$ cat config.mk
export PLATFORM = sky130hd
export DESIGN_NAME = muldiv_unit
export DESIGN_NICKNAME = d
export VERILOG_FILES = /design/src/rtl/muldiv_unit_pkg.sv /design/src/rtl/muldiv_unit_signfix.sv /design/src/rtl/muldiv_unit.sv
export SDC_FILE = /design/constraint.sdc
export NUM_CORES = 1
export LEC_CHECK = 0
export CAP_MARGIN = 30
export CORE_ASPECT_RATIO = 1.75
export CORE_UTILIZATION = 25
export DETAILED_ROUTE_END_ITERATION = 12
export DONT_BUFFER_PORTS = 1
export PLACE_DENSITY = 0.38
export SYNTH_ARGS = -nofsm -noshare
export SYNTH_HDL_FRONTEND = slang
export SYNTH_SLANG_ARGS = --single-unit
$ cat constraint.sdc
create_clock -name clk -period 6.13 [get_ports clk]
set_input_delay 0.9195 -clock clk [delete_from_list [all_inputs] [get_ports clk]]
set_output_delay 0.9195 -clock clk [all_outputs]
set_load 0.005 [all_outputs]
$ cat src/rtl/muldiv_unit_pkg.sv
`default_nettype none
// ============================================================================
// Module      : muldiv_unit_pkg
// Description : Shared constants, state encoding and small helpers for the
//               RV32M iterative multiply/divide unit.
//               - MD_OP_*          funct3 encodings of the eight M-extension ops
//               - MD_FUNCT7        funct7 that steers R-type ops to this unit
//               - MD_OPCODE_OP     R-type major opcode (for the decoder)
//               - md_state_e       FSM encoding (IDLE/BUSY/DONE)
// Revision    : 1.0 - initial release
// ============================================================================
package muldiv_unit_pkg;

    localparam logic [2:0] MD_OP_MUL    = 3'b000;
    localparam logic [2:0] MD_OP_MULH   = 3'b001;
    localparam logic [2:0] MD_OP_MULHSU = 3'b010;
    localparam logic [2:0] MD_OP_MULHU  = 3'b011;
    localparam logic [2:0] MD_OP_DIV    = 3'b100;
    localparam logic [2:0] MD_OP_DIVU   = 3'b101;
    localparam logic [2:0] MD_OP_REM    = 3'b110;
    localparam logic [2:0] MD_OP_REMU   = 3'b111;

    // Decoder uses these to route an R-type instruction here instead of the ALU.
    localparam logic [6:0] MD_FUNCT7    = 7'b0000001;
    localparam logic [6:0] MD_OPCODE_OP = 7'b0110011;

    typedef enum logic [1:0] {
        MD_STATE_IDLE = 2'b00,
        MD_STATE_BUSY = 2'b01,
        MD_STATE_DONE = 2'b10
    } md_state_e;

    // rs1 is treated as signed for MUL, MULH, MULHSU, DIV and REM.
    function automatic logic md_a_signed(input logic [2:0] op);
        return (op == MD_OP_MUL) || (op == MD_OP_MULH) || (op == MD_OP_MULHSU) ||
               (op == MD_OP_DIV) || (op == MD_OP_REM);
    endfunction

    // rs2 is treated as signed for MUL, MULH, DIV and REM.
    function automatic logic md_b_signed(input logic [2:0] op);
        return (op == MD_OP_MUL) || (op == MD_OP_MULH) ||
               (op == MD_OP_DIV) || (op == MD_OP_REM);
    endfunction

endpackage
`default_nettype wire

$ cat src/rtl/muldiv_unit_signfix.sv
`default_nettype none
// ============================================================================
// Module      : muldiv_signfix
// Description : Combinational sign correction and result selection.
//               The iterative core works on magnitudes; this block restores
//               the sign of the product/quotient/remainder and picks the
//               32-bit writeback word for the op.
// Ports       : op        - funct3 of the op in flight
//               a_neg     - rs1 was negative and treated as signed
//               b_neg     - rs2 was negative and treated as signed
//               product   - unsigned magnitude product (2*XLEN bits)
//               quotient  - unsigned magnitude quotient
//               remainder - unsigned magnitude remainder
//               result    - corrected writeback value
// Revision    : 1.0 - initial release
// ============================================================================
module muldiv_signfix
    import muldiv_unit_pkg::*;
#(
    parameter int XLEN = 32
) (
    input  logic [2:0]        op,
    input  logic              a_neg,
    input  logic              b_neg,
    input  logic [2*XLEN-1:0] product,
    input  logic [XLEN-1:0]   quotient,
    input  logic [XLEN-1:0]   remainder,
    output logic [XLEN-1:0]   result
);

    logic              w_neg_res;
    logic [2*XLEN-1:0] w_prod_fix;
    logic [XLEN-1:0]   w_quo_fix;
    logic [XLEN-1:0]   w_rem_fix;

    // Product and quotient are negative when the operand signs differ;
    // the remainder follows the dividend.
    assign w_neg_res  = a_neg ^ b_neg;
    assign w_prod_fix = w_neg_res ? -product  : product;
    assign w_quo_fix  = w_neg_res ? -quotient : quotient;
    assign w_rem_fix  = a_neg     ? -remainder : remainder;

    always_comb begin
        result = '0;
        case (op)
            MD_OP_MUL:                            result = w_prod_fix[XLEN-1:0];
            MD_OP_MULH, MD_OP_MULHSU, MD_OP_MULHU: result = w_prod_fix[2*XLEN-1:XLEN];
            MD_OP_DIV, MD_OP_DIVU:                result = w_quo_fix;
            default:                              result = w_rem_fix;
        endcase
    end

endmodule
`default_nettype wire

$ cat src/rtl/muldiv_unit.sv
`default_nettype none
// ============================================================================
// Module      : muldiv_unit
// Description : Iterative RV32M multiply/divide unit for the EX stage.
//               Radix-2 shift-add multiply and restoring divide, one bit per
//               cycle, with valid/ready handshakes on both sides.
// Ports       : clk, rst   - clock, synchronous active-high reset
//               in_valid   - EX presents an M-op       in_ready  - IDLE only
//               op         - funct3                    rs1, rs2  - operands
//               kill       - flush, aborts any op
//               out_valid  - result valid              out_ready - consumer
//               result     - writeback value, stable while stalled
// Revision    : 1.0 - initial release
// ============================================================================
module muldiv_unit
    import muldiv_unit_pkg::*;
#(
    parameter int XLEN  = 32,
    parameter int CNT_W = 6
) (
    input  logic            clk,
    input  logic            rst,
    input  logic            in_valid,
    output logic            in_ready,
    input  logic [2:0]      op,
    input  logic [XLEN-1:0] rs1,
    input  logic [XLEN-1:0] rs2,
    input  logic            kill,
    output logic            out_valid,
    input  logic            out_ready,
    output logic [XLEN-1:0] result
);

    localparam logic [XLEN-1:0] c_min_neg = {1'b1, {(XLEN-1){1'b0}}};

    md_state_e        r_state;
    md_state_e        w_state_nxt;

    logic [2:0]       r_op;
    logic             r_a_neg;
    logic             r_b_neg;
    logic [XLEN-1:0]  r_hi;     // multiply accumulator / partial remainder
    logic [XLEN-1:0]  r_lo;     // multiplier / dividend shifting into quotient
    logic [XLEN-1:0]  r_b;      // multiplicand / divisor magnitude
    logic [CNT_W-1:0] r_cnt;
    logic [XLEN-1:0]  r_result;

    // ---------------- operand decode at accept ----------------
    logic             w_accept;
    logic             w_a_neg;
    logic             w_b_neg;
    logic [XLEN-1:0]  w_mag_a;
    logic [XLEN-1:0]  w_mag_b;
    logic             w_div_zero;
    logic             w_div_ovf;
    logic             w_fast;
    logic [XLEN-1:0]  w_fast_result;

    assign w_accept = (r_state == MD_STATE_IDLE) && in_valid && !kill;
    assign w_a_neg  = md_a_signed(op) & rs1[XLEN-1];
    assign w_b_neg  = md_b_signed(op) & rs2[XLEN-1];
    assign w_mag_a  = w_a_neg ? -rs1 : rs1;
    assign w_mag_b  = w_b_neg ? -rs2 : rs2;

    // Divide by zero and signed overflow have architecturally fixed results,
    // so they skip the iterative loop entirely.
    assign w_div_zero = op[2] && (rs2 == '0);
    assign w_div_ovf  = ((op == MD_OP_DIV) || (op == MD_OP_REM)) &&
                        (rs1 == c_min_neg) && (rs2 == '1);
    assign w_fast     = w_div_zero || w_div_ovf;

    always_comb begin
        w_fast_result = '0;
        if (w_div_zero) begin
            w_fast_result = op[1] ? rs1 : '1;           // REM* : DIV*
        end else if (w_div_ovf) begin
            w_fast_result = op[1] ? '0 : c_min_neg;
        end
    end

    // ---------------- one iteration ----------------
    logic [XLEN:0]   w_sum;
    logic [XLEN-1:0] w_mul_hi;
    logic [XLEN-1:0] w_mul_lo;
    logic [XLEN:0]   w_rem_sh;
    logic            w_ge;
    logic [XLEN-1:0] w_diff;
    logic [XLEN-1:0] w_div_hi;
    logic [XLEN-1:0] w_div_lo;
    logic [XLEN-1:0] w_hi_nxt;
    logic [XLEN-1:0] w_lo_nxt;
    logic [XLEN-1:0] w_iter_result;

    // Multiply: the carry out of the add becomes the new MSB of the
    // accumulator after the right shift, and the accumulator LSB moves
    // into the vacated top of the multiplier register.
    assign w_sum    = {1'b0, r_hi} + (r_lo[0] ? {1'b0, r_b} : '0);
    assign w_mul_hi = w_sum[XLEN:1];
    assign w_mul_lo = {w_sum[0], r_lo[XLEN-1:1]};

    // Divide: partial remainder is always below the divisor, so after the
    // shift the difference fits in XLEN bits whenever it is taken.
    assign w_rem_sh = {r_hi, r_lo[XLEN-1]};
    assign w_ge     = (w_rem_sh >= {1'b0, r_b});
    assign w_diff   = w_rem_sh[XLEN-1:0] - r_b;
    assign w_div_hi = w_ge ? w_diff : w_rem_sh[XLEN-1:0];
    assign w_div_lo = {r_lo[XLEN-2:0], w_ge};

    assign w_hi_nxt = r_op[2] ? w_div_hi : w_mul_hi;
    assign w_lo_nxt = r_op[2] ? w_div_lo : w_mul_lo;

    // The final iteration's values feed the sign fix directly so the result
    // is captured on the same edge that enters DONE.
    muldiv_signfix #(
        .XLEN (XLEN)
    ) u_signfix (
        .op        (r_op),
        .a_neg     (r_a_neg),
        .b_neg     (r_b_neg),
        .product   ({w_hi_nxt, w_lo_nxt}),
        .quotient  (w_lo_nxt),
        .remainder (w_hi_nxt),
        .result    (w_iter_result)
    );

    // ---------------- FSM ----------------
    always_ff @(posedge clk) begin
        if (rst) begin
            r_state <= MD_STATE_IDLE;
        end else begin
            r_state <= w_state_nxt;
        end
    end

    always_comb begin
        w_state_nxt = r_state;
        if (kill) begin
            w_state_nxt = MD_STATE_IDLE;
        end else begin
            case (r_state)
                MD_STATE_IDLE: begin
                    if (in_valid) begin
                        w_state_nxt = w_fast ? MD_STATE_DONE : MD_STATE_BUSY;
                    end
                end
                MD_STATE_BUSY: begin
                    if (r_cnt == CNT_W'(1)) begin
                        w_state_nxt = MD_STATE_DONE;
                    end
                end
                MD_STATE_DONE: begin
                    if (out_ready) begin
                        w_state_nxt = MD_STATE_IDLE;
                    end
                end
                default: w_state_nxt = MD_STATE_IDLE;
            endcase
        end
    end

    // ---------------- datapath ----------------
    always_ff @(posedge clk) begin
        if (rst) begin
            r_op     <= '0;
            r_a_neg  <= 1'b0;
            r_b_neg  <= 1'b0;
            r_hi     <= '0;
            r_lo     <= '0;
            r_b      <= '0;
            r_cnt    <= '0;
            r_result <= '0;
        end else if (w_accept) begin
            r_op    <= op;
            r_a_neg <= w_a_neg;
            r_b_neg <= w_b_neg;
            r_hi    <= '0;
            r_lo    <= w_mag_a;
            r_b     <= w_mag_b;
            r_cnt   <= CNT_W'(XLEN);
            if (w_fast) begin
                r_result <= w_fast_result;
            end
        end else if ((r_state == MD_STATE_BUSY) && !kill) begin
            r_hi  <= w_hi_nxt;
            r_lo  <= w_lo_nxt;
            r_cnt <= r_cnt - CNT_W'(1);
            if (r_cnt == CNT_W'(1)) begin
                r_result <= w_iter_result;
            end
        end
    end

    assign in_ready  = (r_state == MD_STATE_IDLE);
    assign out_valid = (r_state == MD_STATE_DONE);
    assign result    = r_result;

endmodule
`default_nettype wire

==> results of run 1 <==
## report_power, final
group          switching (mW)  leakage, nW  total [mW]  internal [mW]
sequential             0.0600         1.15        1.01          0.952
combinational           0.779         4.84        1.19          0.411
clock                   0.507        0.303        1.19          0.687
## metal layers
layer  wire (µm)  global-route usage
met5           0                   0
met4        8460               0.247
met3        3220              0.0283
met2       43700               0.501
met1       27400               0.249
## per-stage QoR
step / instance area, µm² / power, mW
floorplan: 15300 / 1.74
finish: 17200 / 3.40
CTS: 17200 / 3.41
global placement: 16600 / 2.21
global route: 17200 / 3.54
detailed placement: 16600 / 2.20
## worst paths after layout
kind                                           endpoint  depth (start not counted)
worst max-delay path            result[20]$_SDFFE_PP0P_                         17
worst min-delay path             result[2]$_SDFFE_PP0P_                          2
worst max register to register  result[20]$_SDFFE_PP0P_                         17
worst min register to register   result[2]$_SDFFE_PP0P_                          2
## kinds of logic (layout without fill, tap and decap cells)
| logic type | after synthesis | count (layout) | synth area share |
|---|---|---|---|
| compound gates | 737 | 737 | 0.324 |
| xor+xnor | 156 | 156 | 0.0894 |
| fa+ha+maj | 73 | 73 | 0.0607 |
| buf+inv | 203 | 212 | 0.0521 |
| flops | 141 | 141 | 0.185 |
| mux | 58 | 58 | 0.0387 |
| simple gates | 791 | 791 | 0.250 |
## registers in the layout (all words and copies together) (netlist names)
name     count
r_cnt        6
r_hi        32
r_op         3
result      32
r_lo        32
r_a_neg      1
r_b         32
r_b_neg      1
r_state      2
## placed cells by master (no fill, tap or decap), types with 30 or more instances in the layout
cell	instances
nor3_1	66
nand3_1	48
mux2i_1	49
a21oi_1	187
ha_1	71
nand2_1	173
a21o_1	32
nor2_1	269
inv_1	63
xnor2_1	87
or3_1	30
and2_1	55
nand4_1	31
buf_4	113
o31ai_1	31
o21ai_0	140
a31oi_1	42
a211oi_1	74
xor2_1	68
dfxtp_1	140
## worst max-delay path: cells and delay by family (launching register included)
family          cells  cell delay (ns)
compound gates      9             2.54
simple gates        3             1.42
fa+ha+maj           2             0.69
flops               1             0.62
buf+inv             2             0.26
xor+xnor            1             0.12
## timing repair
| item | CTS | global route |
|---|---|---|
| endpoints found under the setup margin | 0 | 1 |
| buffers inserted | 0 | 0 |
| hold buffers | 0 | 0 |
| gates resized for setup | 0 | 1 |
## cell type report
type	count	area, µm²
inverters	64	240
fillers	6654	43100
multi-input cells	1815	11700
repair buffers	116	878
clock inverters	12	186
flip-flops and latches	141	2830
clock buffers	20	437
well taps	786	983
==> out/results.ini, run 1 <==
[sta]
finalSetupViolations=0
rsz0062_at_grt=no
fin_tns_setup_ns=0
worst_slack_ns=0.339
period_share=0.945
fin_skew_ns=0.0159
final_hold_viol_count=0
post-route-min-period_ns=5.79
relSlewSlack=0.309
max_clock_freq_ghz=0.173
drv_slew=0
worst_slew_pin_slew_ns=1.03
whs_ns=0.495

[worst_setup_path]
path_class=reg2reg
reg2reg_slack_ns=0.34
cp-end-kind=flop
cp.arrival_ns=6.13
rr_startpoint=r_b[22]$_SDFFE_PP0P_
cp_max_fo=11
worstPathCellList=inv_1, ha_1, a21oi_1, o21ai_0, a41oi_2, o2111ai_2, nor2_4, o311ai_1, inv_1, ha_1, o211ai_1, nor4_4, nand3_1, o41ai_1, xnor2_1, o221ai_1, a31oi_1
setup.worst_path.start_class=flop
critPathSlowestCell=o41ai_1
worstPathRequired_ns=6.47
crit_start=r_b[22]$_SDFFE_PP0P_
crit_path_max_incr_delay_ns=0.67

[run]
maxCapViolations=0

[cells_and_area]
drive_gt1_frac=0.0890
final_util=0.286
antennaDiodeCount=0
final_cells=2954
fin_nets=2300
area_delta_synth_final_pct=12.8

[yosys]
yosysTopAreaCellShare=0.185
synth_nets=2304
syn_area_um2=15300
syn_inst=2159
synth-seq-area-share=0.185
yosysMostFrequentCell=nor2_1
synth-seq-cells=141
synthFlopType=dfxtp_1
ys_top_cells_by_area=dfxtp_1 18%, nor2_1 6.6%, a21oi_1 6.1%
yosysTopAreaCell=dfxtp_1
synth_cell_types=85
synthTopCellsByCount=269 x nor2_1, 187 x a21oi_1, 174 x nand2_1
synth-async-reset-ratio=0
synth-edff-count=0
ys_warn_count=0
synth.avg_cell_area_um2=7.08

[worst_hold_path]
hold_class=reg2reg
min_from=result[2]$_SDFFE_PP0P_

[floorplan]
initial_core_util=0.254
die_h_um=329
num_rows=119
dieArea_um2=62200
ios=106
die_w_um=189
coreArea_um2=60300

[grt]
grt.total_usage=0.266
antenna_found_initial=0
first_global_vias=17200
grt_pass1_wl_um=120000
overflow=0
grt_max_degree=94

[placed_design]
dp_slack_ns=0.453
gp_congestion=0.971
dp_cells=2922
dp_hpwl_um=66400
numPortBuffers=0

[routing]
dr.pass1.iters=7
drtAntennaViolNets=0
wl_per_cell_um=28.0
viasPerCell=5.78
first_iter_violations=1283
drc=0
vias=17100
wl_um=82800

[clocking]
cts_tree=yes
numCtsBuffers=17
cts_root_buf=clkbuf_16
htreeDepth=4
cts_sinks=141
clkSlewWorstSetupHoldPaths_ns=0.07
clockBufferDepth=2
clk_latency_ns=0.47

[power_and_ir_drop]
ir_drop_mv=0.184
power_density_nw_per_um2=197
leakage_nw=6.29

[status]
status=completed

(Power assumes the default switching activity.)
==> run 2: changes to the inputs <==
MAX_ROUTING_LAYER = met4   (was unset)
RECOVER_POWER = 100   (was unset)
==> out/results.ini, run 2 (same netlist as run 1, synthesis figures left out) <==
[status]
status=finished, violations left
violations=capacitance limit, slew limit

[grt]
overflow=0  ; unchanged
antenna_found_initial=0  ; unchanged
grt.busiest_layer=met2
grt_use_met1=0.255  ; +0.00632
grt_max_degree=136  ; +45%
use_met3=0.0265  ; -0.00181
use_met2=0.525  ; +0.0241
grt.total_usage=0.274  ; +0.00878
first_global_vias=17000  ; -0.88%
grt_pass1_wl_um=120000  ; +0.17%

[cells_and_area]
multi_input_area_um2=11700  ; about the same
area_delta_synth_final_pct=12.2
antennaDiodeCount=0  ; unchanged
seqCellArea_um2=2830  ; unchanged
final_cell_area_um2=17200  ; -0.49%
fillCellCount=6725  ; +1.1%
drive_gt1_frac=0.0808  ; -0.00819
final_cells=2951  ; -0.10%
fin_nets=2297  ; -0.13%
layout_common_cells=269 x nor2_1, 187 x a21oi_1, 173 x nand2_1
final_common_cell=nor2_1

[worst_setup_path]
cp_max_fo=9  ; -2
cp.buffers_inverters=2  ; unchanged
critPathSlowestCell=o41ai_1
worstPathRequired_ns=6.46  ; about the same
cp-end-kind=flop
crit_path_max_incr_delay_ns=0.74  ; +0.07 ns
worstPathCellList=inv_1, ha_1, a21o_1, o2bb2ai_1, a31oi_1, o2111ai_2, nor2_4, o311ai_1, inv_1, ha_1, o211ai_1, nor4_4, nand3_1, o41ai_1, xnor2_1, o221ai_1, a31oi_1
cp.arrival_ns=6.22  ; +0.09 ns
path_class=reg2reg
cp_top_family=compound AO/OA/AOI/OAI gates
setup.worst_path.start_class=flop

[sta]
max_clock_freq_ghz=0.170  ; -1.6%
post-route-min-period_ns=5.89  ; +0.0952 ns
fin_skew_ns=0.0182  ; +0.00234 ns
period_share=0.960  ; +0.0155
fin_tns_setup_ns=0  ; unchanged
relSlewSlack=-1.04  ; -1.35
final_hold_viol_count=0  ; unchanged
finalSetupViolations=0  ; unchanged
drv_slew=207  ; +207
worst_slew_pin_slew_ns=3.06  ; +2.04 ns
rsz0062_at_grt=no

[worst_hold_path]
hold_class=reg2reg

[routing]
first_iter_violations=1200  ; -6.5%
drc=0  ; unchanged
wl_um=83300  ; +0.55%
drtAntennaViolNets=0  ; unchanged
dr.pass1.iters=6  ; -1
wl_per_cell_um=28.2  ; +0.65%
vias=16900  ; -0.78%
viasPerCell=5.74  ; -0.68%

[clocking]
clk_latency_ns=0.47  ; about the same
cts_sinks=141  ; unchanged
cts_tree=yes
post_cts_buffers=0  ; unchanged
ctsHoldBuffers=0  ; unchanged
numCtsBuffers=17  ; unchanged
cts_resized=0  ; unchanged
clockBufferDepth=2  ; unchanged
htreeDepth=4  ; unchanged
cts_root_buf=clkbuf_16
clkSlewWorstSetupHoldPaths_ns=0.07  ; about the same

[floorplan]
die_h_um=329  ; unchanged
ios=106  ; unchanged
num_rows=119  ; unchanged
die_w_um=189  ; unchanged
initial_core_util=0.254  ; unchanged
coreArea_um2=60300  ; unchanged
dieArea_um2=62200  ; unchanged

[placed_design]
dp_cells=2919  ; -0.10%
place_area_um2=16600  ; about the same
gp_congestion=0.986  ; +1.5%
numPortBuffers=0  ; unchanged
dp_hpwl_um=66200  ; -0.28%

[power_and_ir_drop]
leakage_nw=6.22  ; -1.2%
ir_drop_mv=0.169  ; -8.4%
power_density_nw_per_um2=198  ; +0.65%

[run]
maxCapViolations=3  ; +3

==> run 2: worst paths after layout <==
path	startpoint	end	slack (ns)	depth (start not counted)
worst min-delay path	result[2]$_SDFFE_PP0P_	result[2]$_SDFFE_PP0P_	0.49	2
worst max-delay path	r_b[30]$_SDFFE_PP0P_	result[20]$_SDFFE_PP0P_	0.24	17
worst min register to register	result[2]$_SDFFE_PP0P_	result[2]$_SDFFE_PP0P_	0.49	2
worst max register to register	r_b[30]$_SDFFE_PP0P_	result[20]$_SDFFE_PP0P_	0.24	17
==> run 2: metal layers <==
| metal | up-vias | wire length, µm | share of wire |
|---|---|---|---|
| met3 | 176 | 2700 | 0.032 |
| met5 | - | 0 | 0 |
| met1 | 8198 | 28500 | 0.34 |
| li1 | 8057 | - | - |
| met4 | 0 | 6410 | 0.077 |
| met2 | 515 | 45600 | 0.55 |
==> run 2: layout make-up <==
class                           count  share of cell area
Clock buffer                       19              0.0264
Timing Repair Buffer              113              0.0466
Clock inverter                     13              0.0103
Sequential cell                   141               0.165
Tap cell                          786              0.0573
Inverter                           64              0.0140
Multi-Input combinational cell   1815               0.681
==> run 2: where the power goes <==
part | internal, mW | switching [mW]
combinational | 0.404 | 0.782
sequential | 0.951 | 0.0602
clock | 0.673 | 0.532
==> run 2: through the flow <==
stage / setup WS (ns) / utilization / hold slack, ns / power (mW)
2_1_floorplan: 1.62 / - / 0.448 / 1.74
3_3_place_gp: 0.381 / 0.275 / 0.491 / 2.21
4_1_cts: 0.328 / 0.286 / 0.498 / 3.43
5_1_grt: 0.0224 / 0.285 / 0.505 / 3.54
3_5_place_dp: 0.355 / 0.276 / 0.498 / 2.21
6_report: 0.243 / 0.285 / 0.491 / 3.40
==> run 2: worst reg2reg max path, stage by stage (launching register included) <==
cell and delay (ns):
dfxtp_1 0.55, inv_1 0.09, ha_1 0.40, a21o_1 0.24, o2bb2ai_1 0.12, a31oi_1 0.39, o2111ai_2 0.42, nor2_4 0.50
o311ai_1 0.17, inv_1 0.15, ha_1 0.23, o211ai_1 0.24, nor4_4 0.60, nand3_1 0.34, o41ai_1 0.74, xnor2_1 0.15
o221ai_1 0.31, a31oi_1 0.12
==> run 3: changes to the inputs <==
CORE_ASPECT_RATIO = 0.6   (was 1.75)
CTS_BUF_LIST = sky130_fd_sc_hd__clkbuf_4 sky130_fd_sc_hd__clkbuf_8 sky130_fd_sc_hd__clkbuf_16   (was unset)
==> out/results.ini, run 3 (same netlist as run 1, synthesis figures left out) <==
[cells_and_area]
final_common_cell=nor2_1
fillCellCount=6680  ; -0.67%
final_util=0.288  ; +0.00304
layout_common_cells=269 x nor2_1, 187 x a21oi_1, 173 x nand2_1
fin_nets=2301  ; +0.17%
area_delta_synth_final_pct=12.6
antennaDiodeCount=0  ; unchanged
drive_gt1_frac=0.0839  ; +0.00312

[sta]
rsz0062_at_grt=no
period_share=0.982  ; +0.0220
max_clock_freq_ghz=0.166  ; -2.2%
fin_skew_ns=0.0140  ; -0.00420 ns
worst_slew_pin_slew_ns=2.96  ; -0.0996 ns
drv_slew=232  ; +12%
relSlewSlack=-0.976  ; +0.0664
post-route-min-period_ns=6.02  ; +0.135 ns
finalSetupViolations=0  ; unchanged
fin_tns_setup_ns=0  ; unchanged
final_hold_viol_count=0  ; unchanged

[power_and_ir_drop]
intPower_mw=1.95  ; -3.7%
leakage_nw=6.23  ; +0.14%
switching_power_mw=1.39  ; +1.3%
p_clk_frac=0.332  ; -0.022
ir_drop_mv=0.122  ; -28%
power_density_nw_per_um2=194  ; -1.9%
seqPwrFrac=0.300  ; +0.003
swShare=0.416  ; +0.0121
p_comb_frac=0.367  ; +0.019

[routing]
viasPerCell=5.81  ; +1.1%
drtAntennaViolNets=0  ; unchanged
wl_per_cell_um=27.3  ; -3.3%
wl_um=81400  ; -2.2%
first_iter_violations=2112  ; +76%
drc=0  ; unchanged
vias=17300  ; +2.2%
dr.pass1.iters=7  ; +1

[floorplan]
die_h_um=194  ; -41%
ios=106  ; unchanged
die_w_um=321  ; +70%
num_rows=69  ; -42%
initial_core_util=0.256  ; +0.00200
coreArea_um2=59800  ; -0.78%
dieArea_um2=62200  ; about the same

[placed_design]
gp_congestion=1.01  ; +2.6%
dp_hpwl_um=65800  ; -0.59%
numPortBuffers=0  ; unchanged

[clocking]
numCtsBuffers=17  ; unchanged
cts_root_buf=clkbuf_16
cts_tree=yes
clockBufferDepth=2  ; unchanged
htreeDepth=4  ; unchanged
clkSlewWorstSetupHoldPaths_ns=0.07  ; about the same
clk_latency_ns=0.47  ; about the same
cts_sinks=141  ; unchanged
ctsHoldBuffers=0  ; unchanged

[run]
maxCapViolations=5  ; +2

[worst_hold_path]
hold_class=reg2reg

[worst_setup_path]
cp-end-kind=flop
setup.worst_path.start_class=input pin
worstPathRequired_ns=6.48  ; +0.02 ns
path_class=in2reg
cp.arrival_ns=6.37  ; +0.15 ns
cp_max_fo=16  ; +7

[grt]
grt.total_usage=0.263  ; -0.0110
grt.busiest_layer=met1
use_met2=0.303  ; -0.223
antenna_found_initial=1  ; +1
first_global_vias=15900  ; -6.4%
overflow=0  ; unchanged
grt_max_degree=94  ; -31%
use_met3=0.135  ; +0.108
grt_pass1_wl_um=116000  ; -3.4%
grt_use_met1=0.397  ; +0.142

[status]
status=finished, violations left
violations=capacitance limit, slew limit

run 3: area by class of cell:
class                           count  area (µm²)  share of cell area
Clock buffer                       17         425              0.0247
Multi-Input combinational cell   1815       11700               0.680
Clock inverter                     14         146             0.00851
Sequential cell                   141        2830               0.164
Inverter                           64         240              0.0140
Tap cell                          816        1020              0.0593
Timing Repair Buffer              117         838              0.0487
run 3: power by group through the flow:
stage               Sequential (mW)  Clock [mW]  Combinational [mW]
detailed placement             1.02           0                1.18
global route                   1.01        1.17                1.31
CTS                            1.00        1.13                1.18
global placement               1.02           0                1.19
floorplan                     0.997           0               0.744
finish                         1.01        1.11                1.23
run 3: timing repair:
item                                    4_1_cts  5_1_grt
resized for setup                             0        4
setup buffers                                 0        2
endpoints found under the setup margin        0        4
run 3: routing by layer:
layer / routed length (µm) / share of wire
met1: 41700 / 0.51
met4: 409 / 0.0050
met2: 28000 / 0.34
met5: 0 / 0
met3: 11300 / 0.14
run 3: per-stage QoR:
| stage | std cells | worst slack (ns) | power, mW | cell area (µm²) | hold slack (ns) |
|---|---|---|---|---|---|
| floorplan | 2159 | 1.62 | 1.74 | 15300 | 0.448 |
| global placement | 2940 | 0.291 | 2.21 | 16600 | 0.449 |
| detailed placement | 2944 | 0.312 | 2.20 | 16600 | 0.454 |
| CTS | 2975 | 0.268 | 3.32 | 17200 | 0.464 |
| global route | 2984 | 0.0406 | 3.49 | 17200 | 0.504 |
| finish | 2984 | 0.109 | 3.35 | 17200 | 0.462 |
run 3: path summary, 6_finish.rpt:
| path | startpoint | to | slack (ns) | cells past startpoint |
|---|---|---|---|---|
| setup reg to reg | r_b[30]$_SDFFE_PP0P_ | result[20]$_SDFFE_PP0P_ | 0.26 | 18 |
| setup / recovery | rs1[8] | result[17]$_SDFFE_PP0P_ | 0.11 | 11 |
| hold / removal | r_a_neg$_SDFFE_PP0P_ | r_a_neg$_SDFFE_PP0P_ | 0.46 | 2 |
| hold reg to reg | r_a_neg$_SDFFE_PP0P_ | r_a_neg$_SDFFE_PP0P_ | 0.46 | 2 |
run 3: worst max-delay path: stages:
cell and delay, ns:
or4_1 0.55, or3_1 0.41, or4_1 0.49, or4_1 0.70
nor2_1 0.63, a32o_1 0.51, a21o_1 0.71, clkbuf_1 0.63
nor2_1 0.09, a311o_1 0.38, a211oi_1 0.33
